## config.mk

```make
export PLATFORM = sky130hd
export DESIGN_NAME = i2s_ser_tx_fifo
export DESIGN_NICKNAME = d
export VERILOG_FILES = /design/src/rtl/ctrl_pkg.sv /design/src/rtl/ser_fifo_mem.sv /design/src/rtl/i2s_ser_tx_fifo.sv
export SDC_FILE = /design/constraint.sdc
export NUM_CORES = 1
export LEC_CHECK = 0
export CORE_MARGIN = 2
export CORE_UTILIZATION = 59
export DETAILED_ROUTE_END_ITERATION = 12
export GPL_TIMING_DRIVEN = 1
export PLACE_DENSITY = 0.78
export SYNTH_ARGS = -nofsm -noshare
export SYNTH_HDL_FRONTEND = slang
export SYNTH_SLANG_ARGS = --single-unit
```

## constraint.sdc

```tcl
create_clock -name clk -period 6.2 [get_ports clk]
set_input_delay 1.55 -clock clk [delete_from_list [all_inputs] [get_ports clk]]
set_output_delay 1.55 -clock clk [all_outputs]
set_load 0.005 [all_outputs]
```

## src/rtl/ctrl_pkg.sv

```systemverilog
// ---------------------------------------------------------------------------
// ctrl_pkg
// Shared types and constants for the I2S transceiver control path.
//   frame_size_t : selects a 16-bit or a 32-bit serial word per frame
//   ser_state_t  : transmit serializer states
//   F16_LEN/F32_LEN and frame_len() give the bit count for each frame size
// ---------------------------------------------------------------------------
package ctrl_pkg;

    typedef enum logic [0:0] {
        f16bits = 1'b0,
        f32bits = 1'b1
    } frame_size_t;

    localparam int F16_LEN = 16;
    localparam int F32_LEN = 32;

    typedef enum logic [1:0] {
        IDLE  = 2'd0,
        SHIFT = 2'd1,
        PAD   = 2'd2
    } ser_state_t;

    // Number of data bits that a frame of the given size carries.
    function automatic int frame_len(input frame_size_t fs);
        int len;
        case (fs)
            f16bits: len = F16_LEN;
            f32bits: len = F32_LEN;
            default: len = F32_LEN;
        endcase
        return len;
    endfunction

endpackage

```

## src/rtl/ser_fifo_mem.sv

```systemverilog
// ---------------------------------------------------------------------------
// ser_fifo_mem
// DEPTH-entry synchronous FIFO used as the transmit word buffer.
// Ports:
//   clk_i, rst_i     : clock, synchronous active-high reset
//   push_i, din_i    : write request and data (ignored while full)
//   pop_i            : read request (ignored while empty)
//   dout_o           : head word (valid while !empty_o)
//   level_o          : occupancy, 0..DEPTH
//   full_o, empty_o, almost_full_o : registered status derived from level
// ---------------------------------------------------------------------------
module ser_fifo_mem #(
    parameter int DATA_W    = 32,
    parameter int DEPTH     = 8,
    parameter int AF_THRESH = 6
) (
    input  logic                       clk_i,
    input  logic                       rst_i,
    input  logic                       push_i,
    input  logic                       pop_i,
    input  logic [DATA_W-1:0]          din_i,
    output logic [DATA_W-1:0]          dout_o,
    output logic [$clog2(DEPTH):0]     level_o,
    output logic                       full_o,
    output logic                       empty_o,
    output logic                       almost_full_o
);

    localparam int AW = $clog2(DEPTH);
    localparam int LW = AW + 1;
    localparam logic [LW-1:0] ONE_L   = LW'(1);
    localparam logic [LW-1:0] DEPTH_L = LW'(DEPTH);
    localparam logic [LW-1:0] AF_L    = LW'(AF_THRESH);

    logic [DATA_W-1:0] mem_q [DEPTH];
    logic [LW-1:0]     wr_ptr_q, wr_ptr_d;
    logic [LW-1:0]     rd_ptr_q, rd_ptr_d;
    logic [LW-1:0]     level_q, level_d;
    logic              full_q, full_d;
    logic              empty_q, empty_d;
    logic              af_q, af_d;
    logic              push_ok_s;
    logic              pop_ok_s;

    // Accept/reject decisions use the pre-cycle status, so a push while
    // full is refused even when a pop happens in the same cycle.
    always_comb begin
        push_ok_s = push_i && !full_q;
        pop_ok_s  = pop_i && !empty_q;
        wr_ptr_d  = wr_ptr_q;
        rd_ptr_d  = rd_ptr_q;
        level_d   = level_q;
        if (push_ok_s) begin
            wr_ptr_d = wr_ptr_q + ONE_L;
        end else begin
            wr_ptr_d = wr_ptr_q;
        end
        if (pop_ok_s) begin
            rd_ptr_d = rd_ptr_q + ONE_L;
        end else begin
            rd_ptr_d = rd_ptr_q;
        end
        case ({push_ok_s, pop_ok_s})
            2'b10:   level_d = level_q + ONE_L;
            2'b01:   level_d = level_q - ONE_L;
            default: level_d = level_q;
        endcase
        full_d  = (level_d == DEPTH_L);
        empty_d = (level_d == '0);
        af_d    = (level_d >= AF_L);
    end

    // Pointers, occupancy and status flags.
    always_ff @(posedge clk_i) begin
        if (rst_i) begin
            wr_ptr_q <= '0;
            rd_ptr_q <= '0;
            level_q  <= '0;
            full_q   <= 1'b0;
            empty_q  <= 1'b1;
            af_q     <= 1'b0;
        end else begin
            wr_ptr_q <= wr_ptr_d;
            rd_ptr_q <= rd_ptr_d;
            level_q  <= level_d;
            full_q   <= full_d;
            empty_q  <= empty_d;
            af_q     <= af_d;
        end
    end

    // Storage array; contents need no reset because the pointers define validity.
    always_ff @(posedge clk_i) begin
        if (push_ok_s) begin
            mem_q[wr_ptr_q[AW-1:0]] <= din_i;
        end
    end

    assign dout_o        = mem_q[rd_ptr_q[AW-1:0]];
    assign level_o       = level_q;
    assign full_o        = full_q;
    assign empty_o       = empty_q;
    assign almost_full_o = af_q;

endmodule

```

## src/rtl/i2s_ser_tx_fifo.sv

```systemverilog
// ---------------------------------------------------------------------------
// i2s_ser_tx_fifo
// I2S transmit buffer: parallel words are queued in a FIFO and one word per
// frame is shifted out MSB first on bit-clock strobes, followed by zero pad.
// Ports:
//   clk, rst          : clock, synchronous active-high reset
//   wr_en, wr_data    : push interface
//   frame_size        : f16bits / f32bits, latched at each frame start
//   bit_en            : one-clk strobe per serial bit period
//   frame_start       : WS edge, honoured only together with bit_en
//   clr_flags         : clears overflow/underrun
//   sd_out            : registered serial data
//   full, empty, almost_full, level : FIFO status
//   overflow, underrun: sticky error flags
// Build option:
//   I2S_PHILIPS_DELAY_EN defined  -> Philips timing, MSB one bit after WS edge
//   I2S_PHILIPS_DELAY_EN undefined -> left-justified, MSB on the WS-edge bit
// DATA_W must be at least 32 so that a 32-bit frame fits in one word.
// ---------------------------------------------------------------------------
module i2s_ser_tx_fifo
    import ctrl_pkg::*;
#(
    parameter int DATA_W    = 32,
    parameter int DEPTH     = 8,
    parameter int AF_THRESH = 6
) (
    input  logic                   clk,
    input  logic                   rst,
    input  logic                   wr_en,
    input  logic [DATA_W-1:0]      wr_data,
    input  frame_size_t            frame_size,
    input  logic                   bit_en,
    input  logic                   frame_start,
    input  logic                   clr_flags,
    output logic                   sd_out,
    output logic                   full,
    output logic                   empty,
    output logic                   almost_full,
    output logic [$clog2(DEPTH):0] level,
    output logic                   overflow,
    output logic                   underrun
);

    localparam int CW = $clog2(DATA_W + 1);

    logic [DATA_W-1:0] head_s;
    logic              full_s;
    logic              empty_s;
    logic              qual_start_s;
    logic              load_msb_s;
    logic              cur_msb_s;
    int                load_len_s;

    ser_state_t        state_q;
    logic [CW-1:0]     bit_cnt_q;
    logic [DATA_W-1:0] shreg_q;
    frame_size_t       size_q;
    logic              sd_out_q;
    logic              overflow_q;
    logic              underrun_q;

    ser_fifo_mem #(
        .DATA_W   (DATA_W),
        .DEPTH    (DEPTH),
        .AF_THRESH(AF_THRESH)
    ) u_mem (
        .clk_i        (clk),
        .rst_i        (rst),
        .push_i       (wr_en),
        .pop_i        (qual_start_s),
        .din_i        (wr_data),
        .dout_o       (head_s),
        .level_o      (level),
        .full_o       (full_s),
        .empty_o      (empty_s),
        .almost_full_o(almost_full)
    );

    // Frame start qualification and MSB taps. The shift register keeps the
    // raw word and shifts left, so the MSB of the current frame is always
    // bit L-1 of the register; bits above L-1 are never tapped.
    always_comb begin
        qual_start_s = frame_start && bit_en;
        load_len_s   = frame_len(frame_size);
        if (frame_size == f16bits) begin
            load_msb_s = head_s[F16_LEN-1];
        end else begin
            load_msb_s = head_s[F32_LEN-1];
        end
        if (size_q == f16bits) begin
            cur_msb_s = shreg_q[F16_LEN-1];
        end else begin
            cur_msb_s = shreg_q[F32_LEN-1];
        end
    end

    // Serializer FSM: frame start (re)loads from the FIFO head, each bit_en
    // advances one bit, and PAD holds the line low until the next frame.
    always_ff @(posedge clk) begin
        if (rst) begin
            state_q   <= IDLE;
            bit_cnt_q <= '0;
            shreg_q   <= '0;
            size_q    <= f32bits;
            sd_out_q  <= 1'b0;
        end else if (qual_start_s) begin
            if (!empty_s) begin
                size_q  <= frame_size;
                state_q <= SHIFT;
`ifdef I2S_PHILIPS_DELAY_EN
                // One-bit delay: the WS-edge bit is a zero, MSB follows.
                sd_out_q  <= 1'b0;
                shreg_q   <= head_s;
                bit_cnt_q <= CW'(load_len_s);
`else
                sd_out_q  <= load_msb_s;
                shreg_q   <= head_s << 1;
                bit_cnt_q <= CW'(load_len_s - 1);
`endif
            end else begin
                // Void frame: nothing to send, keep the line low all frame.
                state_q   <= PAD;
                sd_out_q  <= 1'b0;
                shreg_q   <= '0;
                bit_cnt_q <= '0;
            end
        end else if (bit_en) begin
            case (state_q)
                SHIFT: begin
                    if (bit_cnt_q == '0) begin
                        state_q  <= PAD;
                        sd_out_q <= 1'b0;
                    end else begin
                        sd_out_q  <= cur_msb_s;
                        shreg_q   <= shreg_q << 1;
                        bit_cnt_q <= bit_cnt_q - CW'(1);
                    end
                end
                PAD: begin
                    sd_out_q <= 1'b0;
                end
                IDLE: begin
                    sd_out_q <= 1'b0;
                end
                default: begin
                    state_q  <= IDLE;
                    sd_out_q <= 1'b0;
                end
            endcase
        end
    end

    // Sticky error flags; a set event in the same cycle beats clr_flags.
    always_ff @(posedge clk) begin
        if (rst) begin
            overflow_q <= 1'b0;
            underrun_q <= 1'b0;
        end else begin
            if (wr_en && full_s) begin
                overflow_q <= 1'b1;
            end else if (clr_flags) begin
                overflow_q <= 1'b0;
            end
            if (qual_start_s && empty_s) begin
                underrun_q <= 1'b1;
            end else if (clr_flags) begin
                underrun_q <= 1'b0;
            end
        end
    end

    assign sd_out   = sd_out_q;
    assign full     = full_s;
    assign empty    = empty_s;
    assign overflow = overflow_q;
    assign underrun = underrun_q;

endmodule

```

==> impl_metrics.env <==
export IMPL_fp_row_count=53
export IMPL_start_kind="primary input"
export IMPL_hold_buffers=0
export IMPL_yosysWarnings=0
export IMPL_yosysUniqueCellTypes=48
export IMPL_n_antenna_cell=0
export IMPL_synth_top_cell_by_area="edfxtp_1"
export IMPL_numCtsBuffers=31
export IMPL_drt_pre_antenna_iters=5
export IMPL_period_share_pct=65.6
export IMPL_track_usage_pct=23.3
export IMPL_grt_max_degree=84
export IMPL_synthTopCellsByArea="edfxtp_1 (61%), mux2_2 (11%), dfxtp_1 (9.4%), o22ai_1 (3.2%), nor3_2 (2.4%)"
export IMPL_r2r_end="shreg_q[7]"
export IMPL_area_delta_synth_final_pct=14.4
export IMPL_worst_slew_pin_slew_ns=1.13
export IMPL_clock_latency_ns=0.54
export IMPL_finalSetupViolCount=0
export IMPL_post_cts_buffers=0
export IMPL_hold_depth=2
export IMPL_wl_mm=26.4
export IMPL_fin_crit_ns=4.06
export IMPL_r2r_slack_ns=3.22
export IMPL_final_antenna_net_count=0
export IMPL_power_density_nw_per_um2=318
export IMPL_tns_ns=0
export IMPL_yosysTopAreaCellShare_pct=61.1
export IMPL_nets=903
export IMPL_dieArea_um2=22500
export IMPL_ys_ff_latch=315
export IMPL_drc_errors=0
export IMPL_status="complete, no violations"
export IMPL_cts_clk_slew_worst_paths_ns=0.06
export IMPL_drive_gt1_share_pct=26.9
export IMPL_drv_slew=0
export IMPL_setup_ws_ns=2.14
export IMPL_fmax_mhz=246
export IMPL_die_h_um=150
export IMPL_grt_pass1_vias=7402
export IMPL_yosys_top_cells_count="edfxtp_1 (256), mux2_2 (122), o22ai_1 (65)"
export IMPL_critPathKind="primary input to flip-flop"
export IMPL_r2r_cells=6
export IMPL_clock_path_buffers=3
export IMPL_place_congestion=0.762
export IMPL_holdCritStartpoint="underrun"
export IMPL_drt_iter0_markers=738
export IMPL_synth_flop_cell="edfxtp_1"
export IMPL_via_count=7213
export IMPL_wl_per_cell_um=22.8
export IMPL_h_tree_depth=1
export IMPL_die_w_um=150
export IMPL_yosysMostFrequentCell="edfxtp_1"
export IMPL_clock_skew_final_ns=0.0117
export IMPL_critPathRequiredTime_ns=6.62
export IMPL_synthCells=809
export IMPL_fillers=1384
export IMPL_hold_path_end="underrun"
export IMPL_io_buffers=48
export IMPL_rsz0062_at_grt="false"
export IMPL_core_area_um2=21000
export IMPL_pin_count=49
export IMPL_grt_overflow_total=0
export IMPL_synthArstFlopShare_pct=0
export IMPL_tritoncts="built"
export IMPL_root_buffer="clkbuf_16"
export IMPL_syn_avg_cell_area_um2=15.6
export IMPL_leakagePower_uw=0.00468
export IMPL_hold_viol=0
export IMPL_syn_nets=854
export IMPL_cts_resized=0
export IMPL_grt_antenna_before_repair=1
export IMPL_start_util_pct=60.0
export IMPL_cp_max_fo=37
export IMPL_routed_via_density=6.23
export IMPL_dp_slack_ns=1.65
export IMPL_dp_hpwl_mm=15.0
export IMPL_cts_sinks=315
export IMPL_seq_area_frac_synth_pct=70.5
export IMPL_ir_drop_v=0.000241
export IMPL_grt_pass1_wl_mm=40.0
export IMPL_max_slew_margin_pct=24.9
export IMPL_worst_setup_path_end_kind="flip-flop"
export IMPL_arrival_ns=4.49
export IMPL_hp_class="flip-flop to flip-flop"
export IMPL_syn_cell_area_um2=12600
export IMPL_cap_violations=0
export IMPL_synth_edf_count=256
==> cell families after synthesis <==
| family | after synthesis | synth area share (%) |
|---|---|---|
| mux | 130 | 11.8 |
| buf+inv | 56 | 2.22 |
| fa+ha+maj | 6 | 0.597 |
| simple gates | 167 | 7.58 |
| xor+xnor | 9 | 0.626 |
| compound gates | 126 | 6.66 |
| flops | 315 | 70.5 |
==> per-stage QoR <==
| step | hold WS (ns) | total power, uW | instance area [um^2] | utilization (%) | std cells |
|---|---|---|---|---|---|
| 6_report | 0.466 | 4570 | 14400 | 68.7 | 1157 |
| 5_1_grt | 0.502 | 4700 | 14400 | 68.7 | 1157 |
| 4_1_cts | 0.473 | 4590 | 14400 | 68.7 | 1157 |
| 3_5_place_dp | 0.461 | 2700 | 13300 | 63.6 | 1100 |
| 3_3_place_gp | 0.451 | 2690 | 13300 | 63.6 | 1100 |
| 2_1_floorplan | 0.447 | 2590 | 12600 | - | 809 |
==> registers in the layout, indices dropped and copies added (netlist names), named ones only <==
| name | flops |
|---|---|
| size_q | 1 |
| bit_cnt_q | 6 |
| shreg_q | 31 |
| u_mem.level_o | 4 |
| u_mem.mem_q | 256 |
| overflow | 1 |
| underrun | 1 |
| sd_out | 1 |
| u_mem.empty_o | 1 |
| u_mem.full_o | 1 |
| u_mem.rd_ptr_q | 3 |
| u_mem.wr_ptr_q | 3 |
| u_mem.almost_full_o | 1 |
| state_q | 2 |
==> where the power goes <==
group | switching, uW | leakage, uW | internal [uW] | total (uW)
sequential | 31.8 | 0.00281 | 2350 | 2380
combinational | 171 | 0.00134 | 116 | 287
clock | 749 | 0.000530 | 1160 | 1910
==> critical path, stage by stage <==
cell	delay, ns
clkdlybuf4s50_1	0.66
nand3b_4	0.55
clkinv_4	0.25
nand2_2	0.10
xnor2_1	0.13
ha_1	0.20
a21oi_1	0.15
nor2_1	0.06
mux2i_1	0.17
xor2_1	0.32
nor4bb_1	0.34
==> cell type report <==
type	instances	area (um^2)	area share, %
clock buffers	47	936	6.50
clock inverters	10	129	0.895
multi-input cells	438	3490	24.3
flip-flops and latches	315	8870	61.6
well taps	275	344	2.39
inverters	9	38.8	0.269
repair buffers	63	588	4.08
==> metal layers <==
layer | track usage, % | vias to the layer above | wire length [um]
met2 | 39.8 | 277 | 13100
met5 | 0 | - | 9
met3 | 4.12 | 67 | 1700
li1 | - | 3227 | -
met4 | 7.88 | 2 | 798
met1 | 30.3 | 3640 | 10700
==> cell usage in the layout (no fill, tap or decap), types with 5 or more instances in the layout <==
master           netlist  final
nand2_1               21     20
clkbuf_8               0     10
mux2_2               122    122
o21ai_0                6      6
clkdlybuf4s50_1        0     47
inv_1                  7      7
nor2_1                53     47
dfxtp_1               59     58
clkbuf_1              17      6
clkbuf_16              0     31
o22ai_1               65     65
ha_1                   6      6
nor3_2                30     32
nor3_1                35     33
edfxtp_1             256    256
a211oi_1              31     31
nor2_4                 1      7
nand2b_1               7      7
a21oi_1               14     14
xnor2_1                5      5
buf_4                  8     15
==> how the worst max path moves through the flow <==
| stage | start | to | slack [ns] | depth (start not counted) |
|---|---|---|---|---|
| detailed placement | bit_en | u_mem.full_o | 1.65 | 11 |
| floorplan | wr_en | u_mem.mem_q[0][0] | 1.53 | 3 |
| global placement | bit_en | u_mem.full_o | 1.89 | 11 |
| CTS | bit_en | u_mem.full_o | 2.18 | 11 |
| finish | bit_en | u_mem.full_o | 2.14 | 11 |
| global route | frame_start | u_mem.full_o | 2.01 | 11 |
(Power assumes the default switching activity.)
